==> src/rtl/regfile_wb_arbiter.sv <==
// ----------------------------------------------------------------------------
// regfile_wb_arbiter
//
// Purpose:
//   Owns the single register-file write port and shares it between the
//   fixed-latency ALU writeback (never back-pressured) and the
//   variable-latency load/store unit (valid/ready handshake). It also keeps
//   a scoreboard of registers that still wait for an LSU result, and it
//   stalls ID on read-after-write and write-after-write hazards against
//   those registers.
//
// Optional feature (macro STARVE_GUARD_EN):
//   When defined, a small FSM counts consecutive cycles in which the LSU is
//   blocked by the ALU. After MAX_WAIT such cycles it spends one FORCE cycle.
//   In that cycle the whole pipeline is frozen and the LSU owns the port.
//   When undefined, the ALU always wins and pipe_freeze is tied low.
//
// Parameters:
//   N         data width
//   ADDR_W    register address width (r0 is hardwired to zero)
//   MAX_WAIT  blocked LSU cycles tolerated before FORCE (guard build only)
//
// Ports:
//   clk, rst                    clock, synchronous active-high reset
//   alu_we/alu_addr/alu_data    ALU writeback request
//   lsu_valid/lsu_addr/lsu_data LSU write request, lsu_ready = accepted
//   issue_lsu/issue_addr        ID issues a long-latency op to issue_addr
//   rs_ID, rt_ID                ID source registers
//   hazard_stall                ID must hold this cycle
//   pipe_freeze                 freeze IF..WB this cycle
//   regfile_write_en/write_addr/write_data   shared write port
// ----------------------------------------------------------------------------
module regfile_wb_arbiter #(
    parameter int N        = 32,
    parameter int ADDR_W   = 5,
    parameter int MAX_WAIT = 4
) (
    input  logic              clk,
    input  logic              rst,
    input  logic              alu_we,
    input  logic [ADDR_W-1:0] alu_addr,
    input  logic [N-1:0]      alu_data,
    input  logic              lsu_valid,
    input  logic [ADDR_W-1:0] lsu_addr,
    input  logic [N-1:0]      lsu_data,
    output logic              lsu_ready,
    input  logic              issue_lsu,
    input  logic [ADDR_W-1:0] issue_addr,
    input  logic [ADDR_W-1:0] rs_ID,
    input  logic [ADDR_W-1:0] rt_ID,
    output logic              hazard_stall,
    output logic              pipe_freeze,
    output logic              regfile_write_en,
    output logic [ADDR_W-1:0] write_addr,
    output logic [N-1:0]      write_data
);

    localparam int NREG = 2 ** ADDR_W;

    logic            alu_act;
    logic            alu_win;
    logic            ready_c;
    logic            handshake;
    logic            force_now;
    logic            rs_haz;
    logic            rt_haz;
    logic            waw_haz;
    logic            stall_c;
    logic            set_ok;
    logic [NREG-1:0] pending_q;
    logic [NREG-1:0] pending_d;

`ifdef STARVE_GUARD_EN
    localparam int CNT_W = $clog2(MAX_WAIT + 1);
    localparam logic [CNT_W-1:0] MAX_CNT = CNT_W'(MAX_WAIT);

    typedef enum logic [1:0] {
        IDLE  = 2'd0,
        WAIT  = 2'd1,
        FORCE = 2'd2
    } state_t;

    state_t           state_q;
    logic [CNT_W-1:0] wait_cnt_q;
    logic [CNT_W-1:0] wait_cnt_inc;
    logic             blocked;

    assign force_now    = (state_q == FORCE);
    assign wait_cnt_inc = wait_cnt_q + CNT_W'(1);
    assign blocked      = lsu_valid && !ready_c;

    // Starvation FSM. wait_cnt holds the number of consecutive blocked
    // cycles seen so far. We move to FORCE on the blocked cycle that brings
    // the count to MAX_WAIT, so the LSU gets the port in the very next cycle.
    always_ff @(posedge clk) begin
        if (rst) begin
            state_q    <= IDLE;
            wait_cnt_q <= '0;
        end else begin
            case (state_q)
                IDLE: begin
                    if (blocked) begin
                        wait_cnt_q <= CNT_W'(1);
                        state_q    <= (MAX_CNT == CNT_W'(1)) ? FORCE : WAIT;
                    end
                end
                WAIT: begin
                    if (blocked) begin
                        wait_cnt_q <= wait_cnt_inc;
                        if (wait_cnt_inc == MAX_CNT) begin
                            state_q <= FORCE;
                        end
                    end else begin
                        wait_cnt_q <= '0;
                        state_q    <= IDLE;
                    end
                end
                FORCE: begin
                    wait_cnt_q <= '0;
                    state_q    <= IDLE;
                end
                default: begin
                    wait_cnt_q <= '0;
                    state_q    <= IDLE;
                end
            endcase
        end
    end
`else
    assign force_now = 1'b0;
`endif

    // Grant: the ALU cannot be back-pressured, so it wins unless FORCE is
    // active. A write to r0 is not a real write and so it never blocks the LSU.
    assign alu_act   = alu_we && (alu_addr != '0);
    assign alu_win   = alu_act && !force_now;
    assign ready_c   = lsu_valid && !alu_win;
    assign handshake = ready_c;

    // A source register that retires from the LSU in this same cycle is
    // supplied by WB forwarding, so that case does not stall. Bit 0 of the
    // scoreboard is always clear, so r0 never stalls.
    assign rs_haz  = pending_q[rs_ID] && !(handshake && (lsu_addr == rs_ID));
    assign rt_haz  = pending_q[rt_ID] && !(handshake && (lsu_addr == rt_ID));
    assign waw_haz = issue_lsu && pending_q[issue_addr];
    assign stall_c = force_now || rs_haz || rt_haz || waw_haz;
    assign set_ok  = issue_lsu && !stall_c && (issue_addr != '0);

    // Scoreboard next state. The set is applied after the clear, so a new
    // issue wins over a same-cycle retire to the same register.
    always_comb begin
        pending_d = pending_q;
        if (handshake && (lsu_addr != '0)) begin
            pending_d[lsu_addr] = 1'b0;
        end
        if (set_ok) begin
            pending_d[issue_addr] = 1'b1;
        end
        pending_d[0] = 1'b0;
    end

    always_ff @(posedge clk) begin
        if (rst) begin
            pending_q <= '0;
        end else begin
            pending_q <= pending_d;
        end
    end

    // Output stage. Every output is held at zero while reset is asserted.
    // write_addr/write_data are zero whenever the port is idle.
    always_comb begin
        lsu_ready        = 1'b0;
        hazard_stall     = 1'b0;
        pipe_freeze      = 1'b0;
        regfile_write_en = 1'b0;
        write_addr       = '0;
        write_data       = '0;
        if (!rst) begin
            lsu_ready    = ready_c;
            hazard_stall = stall_c;
            pipe_freeze  = force_now;
            if (alu_win) begin
                regfile_write_en = 1'b1;
                write_addr       = alu_addr;
                write_data       = alu_data;
            end else if (handshake && (lsu_addr != '0)) begin
                regfile_write_en = 1'b1;
                write_addr       = lsu_addr;
                write_data       = lsu_data;
            end
        end
    end

endmodule

==> config.mk <==
export PLATFORM = sky130hd
export DESIGN_NAME = regfile_wb_arbiter
export DESIGN_NICKNAME = d
export VERILOG_FILES = /design/src/rtl/regfile_wb_arbiter.sv
export SDC_FILE = /design/constraint.sdc
export NUM_CORES = 1
export LEC_CHECK = 0
export BUFFER_PORTS_ARGS = -buffer_cell sky130_fd_sc_hd__buf_2
export CORE_MARGIN = 5
export CORE_UTILIZATION = 53
export DETAILED_ROUTE_END_ITERATION = 8
export HOLD_SLACK_MARGIN = 0.05
export PLACE_DENSITY = 0.88
export SLEW_MARGIN = 20
export SYNTH_ARGS = -nofsm -noshare
export SYNTH_HDL_FRONTEND = slang
export SYNTH_SLANG_ARGS = --single-unit
export TNS_END_PERCENT = 10
==> constraint.sdc <==
create_clock -name clk -period 6.3 [get_ports clk]
set_input_delay 0.63 -clock clk [delete_from_list [all_inputs] [get_ports clk]]
set_output_delay 0.63 -clock clk [all_outputs]
set_load 0.03 [all_outputs]
Yosys cells after proc, flatten, opt, wreduce, memory -nomap -nowiden:

Index checks and enable logic that the tools add are counted.

* register bits after elaboration: 32
* logic and storage cells: 57

* $lt $le $gt $ge: 6
* equality and inequality tests: 2
* multiplexer cells: 23
* bitwise operators: 3
* reductions and logical operators: 21

Operators with widths (number)
* $mux W32: 5
* $and A32 B32 Y32: 1
* $not A32 Y32: 1
* $or A32 B32 Y32: 1
* $lt A5 B6 Y1 const B: 4
* $bmux W1 S5: 3
* $mux W5: 3
* $reduce_bool A5 Y1: 3
* $logic_and A1 B1 Y1: 12
* $demux W1 S5: 2
* $eq A5 B5 Y1: 2
* $ge A5 B1 Y1 const B: 2
* $mux W1: 10
* $logic_not A1 Y1: 4
* $logic_or A1 B1 Y1: 2

Depth between registers and ports, before layout:

* depth in word-level cells: 13
* depth in mapped cells: 10
* depth with buffers taken out: 6

Least setup slack after synthesis:

No wires, ideal clock.

* path kind: input -> output
* from: in alu_addr[0]
* to: out write_data[10]
* data arrival time: 2.520 ns
* required time: 5.670 ns
* slack: 3.150 ns
* cell stages on the path: 7
* cells stage by stage: or3_1 o31ai_1 nand2_1 nor2_1 clkbuf_1 a22oi_1 nor2_1

* cells in the longest elaborated chain, start to end: 8

Ends and longest elaborated chain
* start: declaration: RTL line 41 `input logic [ADDR_W-1:0] alu_addr,`
* $reduce_bool A5 Y1 (*): RTL line 135 `assign alu_act = alu_we && (alu_addr != '0);`
* $logic_and A1 B1 Y1 (*): RTL line 135
* $logic_not A1 Y1: RTL line 137 `assign ready_c = lsu_valid && !alu_win;`
* $logic_and A1 B1 Y1: RTL line 137
* $logic_and A1 B1 Y1: RTL line 187 `end else if (handshake && (lsu_addr != '0)) begin`
* $mux W32: RTL line 187
* $mux W32 (*): RTL line 183 `if (alu_win) begin`
* $mux W32 (*): RTL line 179 `if (!rst) begin`
* end: declaration: RTL line 55 `output logic [N-1:0] write_data`

Every way passes the cells marked *; elsewhere a longest branch is shown, timed or not.

Worst setup path after layout:

* from: in alu_addr[0]
* to: out hazard_stall

* cells in the longest elaborated chain, start to end: 10
* elaborated cells on any way between the ends: 13

Ends and longest elaborated chain
* $reduce_bool A5 Y1 (*): RTL line 135
* $logic_and A1 B1 Y1 (*): RTL line 135
* $logic_not A1 Y1 (*): RTL line 137
* $logic_and A1 B1 Y1 (*): RTL line 137
* $logic_and A1 B1 Y1, on equally long branches: RTL line 143, 144
* $logic_not A1 Y1, on equally long branches: RTL line 143, 144
* $logic_and A1 B1 Y1, on equally long branches: RTL line 143, 144
* $logic_or A1 B1 Y1 (*) (2 in series): RTL line 146 `assign stall_c = force_now || rs_haz || rt_haz || waw_haz;`
* $mux W1 (*): RTL line 179
* end: declaration: RTL line 51 `output logic hazard_stall,`

Marked as above.

==> results.py <==
metrics = {
    "clocking": {
        "postCtsSetupBuffers": 0,
        "clock_latency_ps": 290,
        "post_cts_resized": 0,
        "cts_tree": "done",
        "cts-htree-levels": 2,
        "cts_hold_buffers": 0,
        "clkSlewWorstSetupHoldPaths_ps": 60,
        "cts_buffers": 5,
        "cts.sinks": 31,
        "clk_path_buf_depth": 2,
        "clock-root-buffer": "clkbuf_8",
    },
    "synth": {
        "synth_top_family_by_area": "compound AO/OA/AOI/OAI gates",
        "synth_edf_count": 0,
        "yosys-top-cells-area": "dfxtp_1 (20%), mux4_2 (12%), o41ai_1 (8.4%)",
        "ys_seq_elements": 31,
        "synth_top_area_share_pct": 19.9,
        "yosys_warnings": 0,
        "muxShareOfSynthArea_pct": 19.2,
        "synth_commonest_cells": "nor2_1 (44), a22oi_1 (34), dfxtp_1 (31), o41ai_1 (30), o211ai_1 (23)",
        "synth-adder-area-share_pct": 0,
        "synth_compound_area_share_pct": 30.8,
        "ys_seq_area_share_pct": 19.9,
        "syn_area_sq_um": 3110,
        "synth_cell_types": 60,
        "avgSynthCellArea_sq_um": 8.92,
        "synthCells": 349,
        "synth_fp_nets": 443,
        "synth-simple-area-share_pct": 17.2,
        "synthArstFlopShare_pct": 0,
        "yosysTopAreaCell": "dfxtp_1",
        "synth-xor-area-share_pct": 2.81,
        "ys.flop_type": "dfxtp_1",
        "synthMostInstantiatedCell": "nor2_1",
    },
    "floorplanning": {
        "die_height_um": 86.7,
        "io-pin-count": 135,
        "dieWidth_um": 86.7,
        "initial_core_util_pct": 53.5,
        "die_area_sq_um": 7510,
        "core-area_sq_um": 5820,
        "row_count": 28,
    },
    "routing": {
        "finalWirelength_mm": 11.0,
        "drcViolationCount": 0,
        "viasPerCell": 6.92,
        "via_count": 3626,
        "first_pass_iters": 6,
        "ant_nets": 0,
        "drtIter0Drc": 407,
        "wl_per_cell_um": 21.1,
    },
    "global_routing": {
        "grt_max_degree": 43,
        "grt_pass1_vias": 3363,
        "grtUsageTotal_pct": 29.1,
        "antenna_found_initial": 0,
        "grt_overflow": 0,
        "grt_pass1_wl_mm": 17.2,
    },
    "pwr": {
        "combPwrFrac_pct": 36.1,
        "p_per_area_nw_per_um2": 146,
        "p_leak_nw": 1.55,
        "p_clk_share_pct": 26.8,
        "irDropWorstVdd_v": 0.0000753,
        "p_sw_w": 0.000198,
        "p_sw_share_pct": 37.1,
        "p_seq_share_pct": 37.2,
        "power.internal_w": 0.000336,
    },
    "critical_path": {
        "r2r_setup_slack_ps": 3870,
        "startpoint_type": "input port",
        "r2r-start": "pending_q[26]",
        "crit_fanout": 32,
        "arrival_ps": 2830,
        "cp-end-kind": "output port",
        "required_ps": 5670,
        "path_class": "in -> out",
        "crit_start": "alu_addr[0]",
        "r2r_cells": 6,
    },
    "timing": {
        "skew_ps": 6.52,
        "finalSetupTns_ps": 0,
        "setup-violations-final": 0,
        "finalCritPeriodShare_pct": 54.9,
        "rsz0062_at_grt": "false",
        "worst_pin_slew_ps": 926,
        "layout_min_cycle_time_ps": 3460,
        "hold_violations": 0,
        "setup_ws_ps": 2840,
        "fmax_mhz": 289,
        "relSlewSlack_pct": 38.2,
        "drv_slew": 0,
    },
    "min_path": {
        "hold_start": "pending_q[31]",
        "whs_path_depth": 2,
        "holdCritPathClass": "reg -> reg",
    },
    "finish": {
        "top_regs": "pending_q: 31 flops",
        "largest_reg_flops": 31,
        "seqCellArea_sq_um": 621,
        "multi_input_area_sq_um": 2200,
        "area_growth_syn_to_layout_pct": 18.0,
        "drive_gt1_share_pct": 38.6,
        "top_register": "pending_q",
        "nets": 543,
        "num-fill-cells": 505,
    },
    "placement": {
        "dp_worst_setup_slack_ps": 2510,
        "place_hpwl_mm": 7.91,
        "gp_congestion": 0.990,
        "port_buffers": 133,
    },
    "outcome": {
        "status": "complete, no violations",
    },
    "job": {
        "cap_viol_max_count": 0,
    },
}
-- per-layer routing --
metal  global-route usage, %  routed length, um  vias up
met4                    15.3                498        0
met3                    6.56                954       64
met5                       0                  0        -
met1                    35.0               4010     1705
met2                    48.3               5570      263
li1                        -                  -     1594
-- worst paths after layout --
check	end
hold reg to reg	pending_q[31]
setup reg to reg	pending_q[17]
hold / removal	pending_q[31]
setup / recovery	hazard_stall
-- final cells by class --
| cell class | instances | share of cell area [%] |
|---|---|---|
| clock buffer | 6 | 1.98 |
| antenna | 1 | 0.0681 |
| multi-input combinational | 272 | 59.8 |
| sequential | 31 | 16.9 |
| timing repair buffer | 133 | 18.1 |
| inverter | 6 | 0.613 |
| tap | 75 | 2.55 |
-- worst max-delay path, stage by stage --
cell and delay, ps:
buf_2 120, or3_1 420, o22ai_2 410, nand4_2 140
o311ai_2 340, o22ai_4 320, o21a_1 260, buf_2 170
-- cells in the final DEF, fill, tap and decap left out, drive strengths merged, types with 2 or more instances in the layout --
cell type / instances
inv: 6
nand3: 12
or4: 2
a21oi: 3
nor2b: 3
xnor2: 5
nand4: 2
a22oi: 34
o22ai: 2
dfxtp: 31
mux2i: 16
nand2b: 2
o21ai: 3
nand2: 22
o211ai: 23
buf: 133
mux4: 18
o41ai: 30
nor3: 3
nor3b: 2
and2b: 2
or3: 2
mux2: 2
o311ai: 10
nand3b: 7
nor2: 44
xor2: 5
clkbuf: 6
-- metrics by stage --
step	instances	hold slack (ps)	area, sq um	power, W	util (%)
after floorplan	349	484	3110	0.000338	-
after global placement	517	505	3590	0.000387	61.8
after detailed placement	517	517	3590	0.000391	61.8
after CTS	523	529	3660	0.000532	63.0
after global routing	523	558	3670	0.000557	63.1
final	524	530	3670	0.000535	63.2
-- kinds of logic (layout without fill, tap and decap cells) --
group           after synthesis  after routing
mux                          36             36
compound gates              117            117
xor+xnor                     10             10
other cells                   1              2
simple gates                108            108
flops                        31             31
buf+inv                      46            145
-- power by group through the flow --
stage / Clock [W] / Sequential (W) / Combinational [W]
finish: 0.000143 / 0.000199 / 0.000193
global route: 0.000155 / 0.000199 / 0.000204
CTS: 0.000144 / 0.000199 / 0.000189
detailed placement: 0 / 0.000203 / 0.000188
global placement: 0 / 0.000203 / 0.000185
floorplan: 0 / 0.000202 / 0.000135
Power figures use the tool's default switching activity.
